**src/rtl/reset_sequencer_pkg.sv**
```systemverilog
// Shared definitions for the reset sequencer: state encodings, reset cause codes,
// counter width and the registered-output decode.
package reset_sequencer_pkg;

  localparam int CNT_W = 20;

  typedef enum logic [2:0] {
    WAIT_LOCK   = 3'd0,
    LOCK_FILTER = 3'd1,
    SDRAM_INIT  = 3'd2,
    CAM_HOLD    = 3'd3,
    SYS_HOLD    = 3'd4,
    RUN         = 3'd5,
    SOFT_HOLD   = 3'd6
  } seq_state_t;

  localparam logic [1:0] CAUSE_POWER_ON      = 2'd0;
  localparam logic [1:0] CAUSE_LOCK_LOSS     = 2'd1;
  localparam logic [1:0] CAUSE_SOFT          = 2'd2;
  localparam logic [1:0] CAUSE_SDRAM_TIMEOUT = 2'd3;

  typedef struct packed {
    logic sdram_rst;
    logic cam_n;
    logic sys_rst;
    logic done;
  } rst_out_t;

  // Terminal count for a phase lasting `cycles` clocks with a counter starting at 0.
  function automatic logic [CNT_W-1:0] term_count(input int cycles);
    return CNT_W'(cycles - 1);
  endfunction

  // Reset outputs implied by a state; the camera flag only matters in SOFT_HOLD.
  function automatic rst_out_t decode_outputs(input seq_state_t s, input logic cam_flag);
    rst_out_t o;
    o.sdram_rst = (s == WAIT_LOCK) || (s == LOCK_FILTER);
    o.cam_n     = (s == CAM_HOLD) || (s == SYS_HOLD) || (s == RUN) ||
                  ((s == SOFT_HOLD) && !cam_flag);
    o.sys_rst   = (s != RUN);
    o.done      = (s == RUN);
    return o;
  endfunction

endpackage

```
**src/rtl/sync_2ff.sv**
```systemverilog
// Two-flop synchroniser for a single asynchronous level, with async active-low clear.
module sync_2ff (
  input  logic clk,
  input  logic rst_n,
  input  logic d,
  output logic q
);

  logic meta;

  always_ff @(posedge clk or negedge rst_n) begin
    if (!rst_n) begin
      meta <= 1'b0;
      q    <= 1'b0;
    end else begin
      meta <= d;
      q    <= meta;
    end
  end

endmodule

```
**src/rtl/reset_sequencer.sv**
```systemverilog
// Power-up / recovery reset sequencer: filters PLL lock, then releases SDRAM,
// camera and system resets in order; handles lock loss, soft resets and SDRAM timeout.
//
// state       | meaning
// WAIT_LOCK   | all resets asserted, waiting for synchronised lock
// LOCK_FILTER | counting consecutive lock-high cycles
// SDRAM_INIT  | SDRAM reset released, waiting for init done or timeout
// CAM_HOLD    | camera released, settling before system release
// SYS_HOLD    | system reset held for its minimum length
// RUN         | everything released
// SOFT_HOLD   | software-requested system (and optionally camera) reset
module reset_sequencer
  import reset_sequencer_pkg::*;
#(
  parameter int LOCK_STABLE_CYCLES   = 16,
  parameter int SDRAM_TIMEOUT_CYCLES = 65536,
  parameter int CAM_SETTLE_CYCLES    = 4096,
  parameter int SYS_RESET_CYCLES     = 16
) (
  input  logic       systemClock,
  input  logic       nReset,
  input  logic       pllLocked,
  input  logic       softResetRequest,
  input  logic       softResetCamera,
  input  logic       sdramInitDone,
  output logic       sdramReset,
  output logic       camnReset,
  output logic       systemReset,
  output logic       sequenceDone,
  output logic [1:0] resetCause,
  output logic [2:0] sequencerState
);

  localparam logic [CNT_W-1:0] LOCK_TC  = term_count(LOCK_STABLE_CYCLES);
  localparam logic [CNT_W-1:0] SDRAM_TC = term_count(SDRAM_TIMEOUT_CYCLES);
  localparam logic [CNT_W-1:0] CAM_TC   = term_count(CAM_SETTLE_CYCLES);
  localparam logic [CNT_W-1:0] SYS_TC   = term_count(SYS_RESET_CYCLES);

  logic             lock_sync;
  seq_state_t       state;
  seq_state_t       state_next;
  logic [CNT_W-1:0] count;
  logic             cam_flag;
  logic             cam_flag_next;
  logic [1:0]       cause_next;
  rst_out_t         out_next;

  sync_2ff u_lock_sync (
    .clk   (systemClock),
    .rst_n (nReset),
    .d     (pllLocked),
    .q     (lock_sync)
  );

  always_comb begin
    state_next    = state;
    cause_next    = resetCause;
    cam_flag_next = cam_flag;

    // Lock loss pre-empts every other transition; a lost filter attempt is not a new cause.
    if ((state != WAIT_LOCK) && !lock_sync) begin
      state_next = WAIT_LOCK;
      if (state != LOCK_FILTER) cause_next = CAUSE_LOCK_LOSS;
    end else begin
      case (state)
        WAIT_LOCK:   if (lock_sync) state_next = LOCK_FILTER;
        LOCK_FILTER: if (count == LOCK_TC) state_next = SDRAM_INIT;
        SDRAM_INIT: begin
          if (sdramInitDone) begin
            state_next = CAM_HOLD;
          end else if (count == SDRAM_TC) begin
            state_next = WAIT_LOCK;
            cause_next = CAUSE_SDRAM_TIMEOUT;
          end
        end
        CAM_HOLD:    if (count == CAM_TC) state_next = SYS_HOLD;
        SYS_HOLD:    if (count == SYS_TC) state_next = RUN;
        RUN: begin
          if (softResetRequest) begin
            state_next    = SOFT_HOLD;
            cam_flag_next = softResetCamera;
            cause_next    = CAUSE_SOFT;
          end
        end
        SOFT_HOLD:   if (count == SYS_TC) state_next = cam_flag ? CAM_HOLD : RUN;
        default:     state_next = WAIT_LOCK;
      endcase
    end

    out_next = decode_outputs(state_next, cam_flag_next);
  end

  always_ff @(posedge systemClock or negedge nReset) begin
    if (!nReset) begin
      state        <= WAIT_LOCK;
      count        <= '0;
      cam_flag     <= 1'b0;
      resetCause   <= CAUSE_POWER_ON;
      sdramReset   <= 1'b1;
      camnReset    <= 1'b0;
      systemReset  <= 1'b1;
      sequenceDone <= 1'b0;
    end else begin
      state        <= state_next;
      count        <= (state_next != state) ? '0 : count + CNT_W'(1);
      cam_flag     <= cam_flag_next;
      resetCause   <= cause_next;
      sdramReset   <= out_next.sdram_rst;
      camnReset    <= out_next.cam_n;
      systemReset  <= out_next.sys_rst;
      sequenceDone <= out_next.done;
    end
  end

  assign sequencerState = state;

endmodule

```
**config.mk**
```make
export PLATFORM = sky130hd
export DESIGN_NAME = reset_sequencer
export DESIGN_NICKNAME = d
export VERILOG_FILES = /design/src/rtl/reset_sequencer_pkg.sv /design/src/rtl/sync_2ff.sv /design/src/rtl/reset_sequencer.sv
export SDC_FILE = /design/constraint.sdc
export NUM_CORES = 1
export LEC_CHECK = 0
export ABC_CLOCK_PERIOD_IN_PS = 2800
export CORE_MARGIN = 2
export CORE_UTILIZATION = 52
export CTS_CLUSTER_SIZE = 14
export DETAILED_ROUTE_END_ITERATION = 12
export PLACE_DENSITY = 0.77
export SLEW_MARGIN = 5
export SYNTH_ARGS = -nofsm -noshare
export SYNTH_HDL_FRONTEND = slang
export SYNTH_HIERARCHICAL = 1
export SYNTH_SLANG_ARGS = --single-unit
export TNS_END_PERCENT = 10
```
**constraint.sdc**
```tcl
create_clock -name systemClock -period 2.8 [get_ports systemClock]
set_input_delay 0.56 -clock systemClock [delete_from_list [all_inputs] [get_ports systemClock]]
set_output_delay 0.56 -clock systemClock [all_outputs]
set_load 0.03 [all_outputs]
```
Word level (Yosys, flattened, before mapping)
Cells that the tools add are included.

Bits of input ports: 6. Logic and storage cells: 66. Register bits: 32. Output and inout port bits: 9.

Add/subtract/negate cells: 1. Reduce and logical (&&, ||, !) cells: 13. Muxes and demuxes: 21. Eq/ne operators: 21.

Operators with widths (count): $mux 3 (10); $pmux 3 s7 (1); $add 20x1->20 const B (1); $eq 20x12->1 const B (1); $eq 20x16->1 const B (1); $eq 20x4->1 const B (1); $mux 20 (1); $eq 3x3->1 const B (6); $ne 3x3->1 const B (4); $mux 2 (5); $eq 3x2->1 const B (3); $eq 3x1->1 const B (2); $logic_not 3->1 (2); $reduce_bool 3->1 (2); $reduce_and 5->1 (1); $logic_or 1x1->1 (4); $pmux 2 s2 (1); $mux 1 (3); $ne 3x1->1 const B (1); $ne 3x3->1 (1); $logic_and 1x1->1 (2); $logic_not 1->1 (2); $ne 2x1->1 const B (1).

Longest topological paths before layout
Depth after elaboration: 9. Mapped depth: 9. Gate-level depth less buffers: 7.

Hierarchy
The synthesis kept the hierarchy.

Modules (own cells, without submodules): reset_sequencer (cells each 182, times used 1, area each 1826.8 um2, sequential area each 753.2 um2); sync_2ff (cells each 2, times used 1, area each 50.0 um2, sequential area each 50.0 um2).

Worst setup path after synthesis
Ideal clock, no wire load.

Path type: register to register. From: reg count[0]. To: reg count[10]. Library setup time: 0.127 ns. Stages on the path, launching flop included: 10. Required time: 2.673 ns. Buffers on the path: 2. Period minus slack after synthesis: 2.456 ns. Arrival: 2.329 ns. Slack: 0.344 ns. Cell sequence: dfrtp_1 -> ha_1 -> nand3_1 -> or4_1 -> buf_2 -> o31a_1 -> o41ai_2 -> xnor2_1 -> buf_6 -> nor3_2.

Word-level cells in the longest chain between the ends: 7. Elaborated cells between the ends (all ways): 14. Classes of those cells: add/sub (1); eq/ne (4); mux (9).

Ends and longest elaborated chain: start, declared (line reset_sequencer.sv:42) `logic [CNT_W-1:0] count;`; start signal, assigned (line reset_sequencer.sv:105) `count <= (state_next != state) ? '0 : count + CNT_W'(1);`; $eq 20x16->1 (line reset_sequencer.sv:71) `end else if (count == SDRAM_TC) begin`; $mux 3 (line reset_sequencer.sv:71); $mux 3 (line reset_sequencer.sv:69) `if (sdramInitDone) begin`; $pmux 3 s7 (line reset_sequencer.sv:65) `case (state)`; $mux 3 (line reset_sequencer.sv:61) `if ((state != WAIT_LOCK) && !lock_sync) begin`; $ne 3x3->1 (line reset_sequencer.sv:105); $mux 20 * (line reset_sequencer.sv:105).

Mark *: on every way between the ends. The rest lies on a longest branch, timed or not. A chain may end at the register's enable or synchronous reset.

Final worst setup path
From: reg count[0]. To: reg count[1].

Same word-level chain as after synthesis.

==> metrics <==
die width=64.08 µm; most frequent cells in the layout=30 x dfrtp_1, 18 x nor3_2, 15 x nand2_1; Sw Share=0.3522; total clock sinks=32; num ports=15; root buffer cell=clkbuf_4; RSZ-0062 raised after global routing=no; ratio of cells with drive above 1 in the final layout=0.2271; Final Total Pwr=1.196 mW; PD cells=545.8 mW/mm²; 1st-iter DRT viols=60; Die ar.=0.004106 mm²; routed len/inst=14.83 µm; Port Buf Inserts=14; Comb pwr share=0.306; post-synthesis cell type count=52; Slew HR=0.6474; sequential power share=0.457; #FFs+latches synth=32; final setup violation count=0; post-route ant nets=0; Site Rows=21; grt ovf=0; Clock Latency Late Sink=0.34 ns; status=finished clean; sequential fraction of the synthesis area=0.4280; count of mapped cells out of synthesis=184; P_int=0.7746 mW; post-synth top area share=0.4000; Die Y=64.08 µm; Mapped Avg Cell Area=10.20 µm²; largest area contributor in the netlist=dfrtp_1; Syn-to-layout area delta=16.73%; crit share post-route=0.9164; top fanout value on the critical path=20; path type of the worst min-delay path=reg2reg; largest net degree at the start of global routing=33; Initial Util=0.5537; Max Root-Sink Buffers=2; Static Leakage=0.9449 nW; DR vias=1434; number of buffers created by CTS=5; H-tree depth=2; setup TNS=0 ns; Vias per Instance=5.668; peak supply drop=0.3139 mV; n_diodes=0; syn_nets=191; Slew Viols, Final=0; Final Hold Vio Count=0; Yosys warnings=6; GRT Util Overall=0.2149; Detail Placement HPWL=2749 µm; Post-Route WL=3752 µm; core box area=0.003390 mm²; worst-margin pin slew=0.5288 ns; clock power share=0.237; kind of critical path=reg2reg; number of global-route vias before repair=1485; # DRC=0; first-pass GRT wire length=6755 µm; Req. time, crit path=3.06 ns; number of synthesized flops with an enable pin=0; post-synthesis cell area=0.001877 mm²; commonest non-fill, non-tap cell in the layout=dfrtp_1; NumNets Final=213; crit end category=register; Area contributors post-synth=dfrtp_1 40%, nor3_2 9.6%, xnor2_1 5.1%, xor2_1 3.7%, nand2_1 3.0%; Max-Cap Viols=0; clock-pin slew on the worst setup and hold paths=0.10 ns; GP Congestion=0.9077; Most used DFF post-synth=dfrtp_1; antenna violations before repair=0; TritonRoute pass-1 iters=4; worst hold margin=0.3516 ns; post-synthesis async set-or-reset flop share=1.000; Clock Skew=0.009214 ns; Fmax achieved=389.7 MHz; postcts setup bufs=0; Final Critical Period=2.566 ns; sw power=0.4211 mW; CP arrival=2.83 ns; Startpoint Class=register; CTS tree=built
-- worst max-delay path, stage by stage, from the launching register on --
cell and delay [ns]:
dfrtp_1 0.39, ha_1 0.21, nand3_1 0.12, or4_1 0.57, o31a_1 0.38, o41ai_4 0.31, xnor2_2 0.13, buf_12 0.18
nor3b_2 0.19
-- repair_timing --
| action | in CTS | in global routing |
|---|---|---|
| hold buffers | 0 | 0 |
| gates resized for setup | 0 | 1 |
| endpoints found under the setup margin | 0 | 3 |
-- metal layers --
metal  part of all wire  vias up  global-route usage
met4              0.019        0             0.09511
met5                  0        -                   0
li1                   -      703                   -
met1               0.44      695              0.2661
met3              0.033        8             0.05810
met2               0.50       28              0.3503
-- final cells by class --
cell class | count | area (µm²)
Clock inverter | 1 | 7.507
Tap cell | 46 | 57.56
Inverter | 8 | 30.03
Fill cell | 271 | 1199
Clock buffer | 7 | 55.05
Timing Repair Buffer | 24 | 240.2
Multi-Input combinational cell | 135 | 997.2
Sequential cell | 32 | 803.3
-- power by group through the flow --
stage	logic (mW)	clock network (mW)	registers, mW
after detailed placement	0.367	0	0.554
after CTS	0.369	0.295	0.545
after floorplan	0.246	0	0.551
final	0.366	0.284	0.546
after global placement	0.357	0	0.552
after global routing	0.407	0.316	0.549
-- sequential cells by signal (all words and copies together), names as in the netlist --
register          flops
count                20
sequencerState        3
resetCause            2
cam_flag              1
camnReset             1
sdramReset            1
sequenceDone          1
systemReset           1
u_lock_sync/meta      1
u_lock_sync/q         1
-- kinds of logic after synthesis --
group,Yosys count,synth area share
simple gates,87,0.2993
flops,32,0.4280
compound gates,27,0.1213
xor+xnor,19,0.08867
buf+inv,17,0.05067
mux,1,0.005334
fa+ha+maj,1,0.006666
-- through the flow --
stage / instance area (µm²) / cells / worst slack (ns) / utilization
detailed placement: 2117 / 245 / 0.1657 / 0.6246
global placement: 2117 / 245 / 0.2558 / 0.6246
finish: 2191 / 253 / 0.2341 / 0.6464
floorplan: 1877 / 184 / 0.3442 / -
global route: 2191 / 253 / 0.08021 / 0.6464
CTS: 2180 / 253 / 0.1376 / 0.6430
-- cells in the mapped netlist (2+ instances only) --
library cell and count:
dfrtp_1 30, inv_1 8, nor3_2 18, nand3_1 9, nand4_1 4, xnor2_1 11
and3_1 3, nand2_1 15, o31a_1 3, clkbuf_1 2, o21ai_0 3, nor4_1 8
dfstp_2 2, buf_6 2, nor3_1 3, nor2_1 12, nand3b_1 2, nor3b_2 2
xor2_1 8, a21o_1 2, nor2b_1 2, buf_2 2, a21oi_1 4
-- path summary, 6_finish.rpt --
check / start / end / slack, ns / cells after the start
min in group asynchronous: nReset / u_lock_sync/q$_DFF_PN0_ / 0.60 / 2
hold / removal: u_lock_sync/meta$_DFF_PN0_ / u_lock_sync/q$_DFF_PN0_ / 0.35 / 0
setup reg to reg: count[0]$_DFF_PN0_ / count[1]$_DFF_PN0_ / 0.23 / 8
max in group asynchronous: nReset / systemReset$_DFF_PN1_ / 1.87 / 2
setup / recovery: count[0]$_DFF_PN0_ / count[1]$_DFF_PN0_ / 0.23 / 8
hold reg to reg: u_lock_sync/meta$_DFF_PN0_ / u_lock_sync/q$_DFF_PN0_ / 0.35 / 0
Power figures use the tool's default switching activity.
==> variant 1 (config.mk and constraints unchanged) <==
Remove the register `sequenceDone`: a continuous assignment takes its place, so the output `sequenceDone` follows one clock earlier.
--- a/src/rtl/reset_sequencer.sv
+++ b/src/rtl/reset_sequencer.sv
@@ -100,5 +100,4 @@
       camnReset    <= 1'b0;
       systemReset  <= 1'b1;
-      sequenceDone <= 1'b0;
     end else begin
       state        <= state_next;
@@ -109,7 +108,8 @@
       camnReset    <= out_next.cam_n;
       systemReset  <= out_next.sys_rst;
-      sequenceDone <= out_next.done;
     end
   end
+
+  assign sequenceDone = out_next.done;
 
   assign sequencerState = state;
Formal check against the unedited RTL: same outputs for any inputs over 10 cycles, from zero or initial values and one cycle with nReset low; that may be too few to reach the edited logic, so the function may still have changed.
==> variant 1 against the original RTL <==
The flow now finishes with violations (setup timing). Worst setup slack got worse by 0.41 ns. Total power rose by 5.1%. Die area down 1.2%. Synthesized area shrank 1.3%. Final cell count rose by 3.6%. Routed wire length increased by 9.2%. Cell area grew 4.4%. Sequential cell count down 1. Largest cell class unchanged.
==> variant 1: results (changes against the original RTL) <==
outcome: "complete, but fails checks"
failed_checks: "setup timing"
synth_top_cells_by_count: "dfrtp_1 (29), nor3_2 (18), nand2_1 (15)"
p_comb_share_pct: 29.2  # -1.4 points
global_route.usage.met3_pct: 5.71  # -0.096 points
place_area_um2: 2090  # -1.1%
synthesis.instances: 183  # -0.54%
dp_slack_ns: -0.0258  # -0.191 ns
timing_worst_slew_pin_value_ns: 0.569  # +0.0397 ns
postLayoutSetupSlackWorst_ns: -0.180  # -0.414 ns
ctsResizeCount: 8  # +8
routed_wire_length_per_instance_um: 15.6  # +5.5%
finalPower_mw: 1.26  # +5.1%
finalWeightedCongestion: 0.872  # -3.9%
ys_top_cells_by_area: "dfrtp_1 (39%), nor3_2 (9.7%), xnor2_1 (5.2%)"
grt_max_degree: 32  # -3.0%
startpoint: "count[16]"
setup_viol_count_final: 1  # +1
cpMaxStageDelayCell: "dfrtp_1"
post-cts-setup-buffer-count: 6  # +6
worst_path_largest_cell_delay_ns: 0.44  # -0.13 ns
layout.cells.non_filler: 262  # +3.6%
p_sw_share_pct: 34.6  # -0.58 points
dpl.hpwl_mm: 2.82  # +2.6%
fin_skew_ns: 0.0139  # +0.00471 ns
vdd.ir_drop.worst_mv: 0.443  # +41%
placedCellCount: 248  # +1.2%
setup.worst_path.end: "sequenceDone"
## variant 1: changes by cell type after synthesis
cell	unedited run	this run
dfrtp_1	30	29
## variant 1: cell type report
class / count / area, µm²
fillers: 239 / 1100
multi-input cells: 135 / 1050
flip-flops and latches: 31 / 778
repair buffers: 34 / 292
well taps: 46 / 57.6
clock inverters: 3 / 43.8
clock buffers: 5 / 37.5
inverters: 8 / 30.0
## variant 1: per-layer routing
| metal | up-vias | wire, µm |
|---|---|---|
| met5 | - | 0 |
| met4 | 0 | 98 |
| met3 | 10 | 175 |
| met1 | 764 | 1660 |
| met2 | 41 | 2160 |
| li1 | 718 | - |
## variant 1: cells by family (layout without fill, tap and decap cells)
logic type	Yosys count	in the layout	share of synthesized area [%]
compound gates	27	27	12.3
fa+ha+maj	1	1	0.676
buf+inv	17	50	5.14
xor+xnor	19	19	8.99
simple gates	87	87	30.3
mux	1	1	0.541
flops	31	31	42.0
==> variant 2 (same settings) <==
Made on the original files. Set the package constant `CNT_W` to 18 (it was 20).
--- a/src/rtl/reset_sequencer_pkg.sv
+++ b/src/rtl/reset_sequencer_pkg.sv
@@ -3,5 +3,5 @@
 package reset_sequencer_pkg;
 
-  localparam int CNT_W = 20;
+  localparam int CNT_W = 18;
 
   typedef enum logic [2:0] {
Behaviour: no difference found for any inputs over 10 cycles, from zero or initial values and one cycle with nReset low; that may be too few to reach the edited logic, so the function may still have changed.
==> variant 2 against the original RTL <==
Worst setup slack improved by 0.20 ns. Clock skew fell by 0.00062 ns. Sequential cell count fell by 2. Synthesized area fell by 13%. Cell area fell by 14%. Routed wire length fell by 8.3%. Critical path depth fell by 7. Total power fell by 0.43%. Count of clock-buffer cells in the layout did not move. Maximum frequency rose by 8.5%. Critical path type is now flip-flop to output pin.
==> variant 2: results (changes against the original RTL) <==
synth-seq-area-share_pct: 46.1  # +3.3 points
grt_first_pass_wirelength_mm: 5.81  # -14%
syn-mean-instance-area_um2: 9.23  # -9.5%
largest_register_ff_count: 18  # -10%
cpMaxStageDelayCell: "clkdlybuf4s50_1"
finalWeightedCongestion: 0.871  # -4.0%
layout.nets: 202  # -5.2%
outcome: "finished clean"
routed_wire_length_per_instance_um: 14.3  # -3.3%
global_route.usage.total_pct: 22.1  # +0.59 points
kind_of_cell_adding_the_most_delay_to_the_critical_path: "buffers and inverters"
grt_max_degree: 31  # -6.1%
placedCellCount: 232  # -5.3%
leakage_power_of_the_design_nw: 0.783  # -17%
synthesis.nets: 184  # -3.7%
dp_slack_ns: 0.188  # +0.0221 ns
route.detailed.vias_per_inst: 5.77  # +1.7%
initialDrtViolationCount: 112  # +87%
worst_path_largest_cell_delay_ns: 0.77  # +0.20 ns
grt_pass1_vias: 1293  # -13%
layout-drive-gt1-share_pct: 8.67  # -14 points
slew_headroom_pct: 63.5  # -1.2 points
synth_top_cells_by_count: "dfrtp_1 (28), nor2_1 (26), nand2_1 (15)"
ys_top_cells_by_area: "dfrtp_1 (43%), nor2_1 (6.0%), xnor2_1 (4.8%)"
layout.cells.non_filler: 240  # -5.1%
place_area_um2: 1820  # -14%
cp_max_fo: 21  # +5.0%
## variant 2: power breakdown
part	switching, mW	total [mW]	internal [mW]
clock	0.144	0.266	0.121
combinational	0.245	0.382	0.137
sequential	0.0677	0.543	0.475
total	0.456	1.19	0.734
## variant 2: cell type report
type                            count  area [µm²]
Clock buffer                        7        55.1
Clock inverter                      1        5.00
Fill cell                         272        1150
Inverter                            5        18.8
Multi-Input combinational cell    137         840
Sequential cell                    30         753
Tap cell                           44        55.1
Timing Repair Buffer               16         155
## variant 2: path summary, 6_finish.rpt
kind                              startpoint           endpoint  slack, ns  depth (start not counted)
max                        sequencerState[1]  sequencerState[1]       0.44                          1
min in group asynchronous             nReset       sequenceDone       0.60                          2
min                         u_lock_sync/meta      u_lock_sync/q       0.36                          0
min reg2reg                 u_lock_sync/meta      u_lock_sync/q       0.36                          0
max in group asynchronous             nReset        systemReset       1.89                          2
max reg2reg                         count[0]           count[9]       0.49                          7
## variant 2: cell families after synthesis
| logic type | synth area share (%) |
|---|---|
| buffers and inverters | 2.53 |
| adder cells (fa/ha/maj) | 0.766 |
| multiplexers | 0.689 |
| XOR/XNOR | 8.58 |
| flip-flops | 46.1 |
| AO/OA/AOI/OAI | 13.0 |
| AND/OR/NAND/NOR | 28.3 |
## variant 2: per-layer routing
layer  GRT usage (%)  share of wire [%]
met1            27.4                 44
met2            36.5                 51
met3            5.19                3.4
met4            9.52                1.7
met5               0                  0
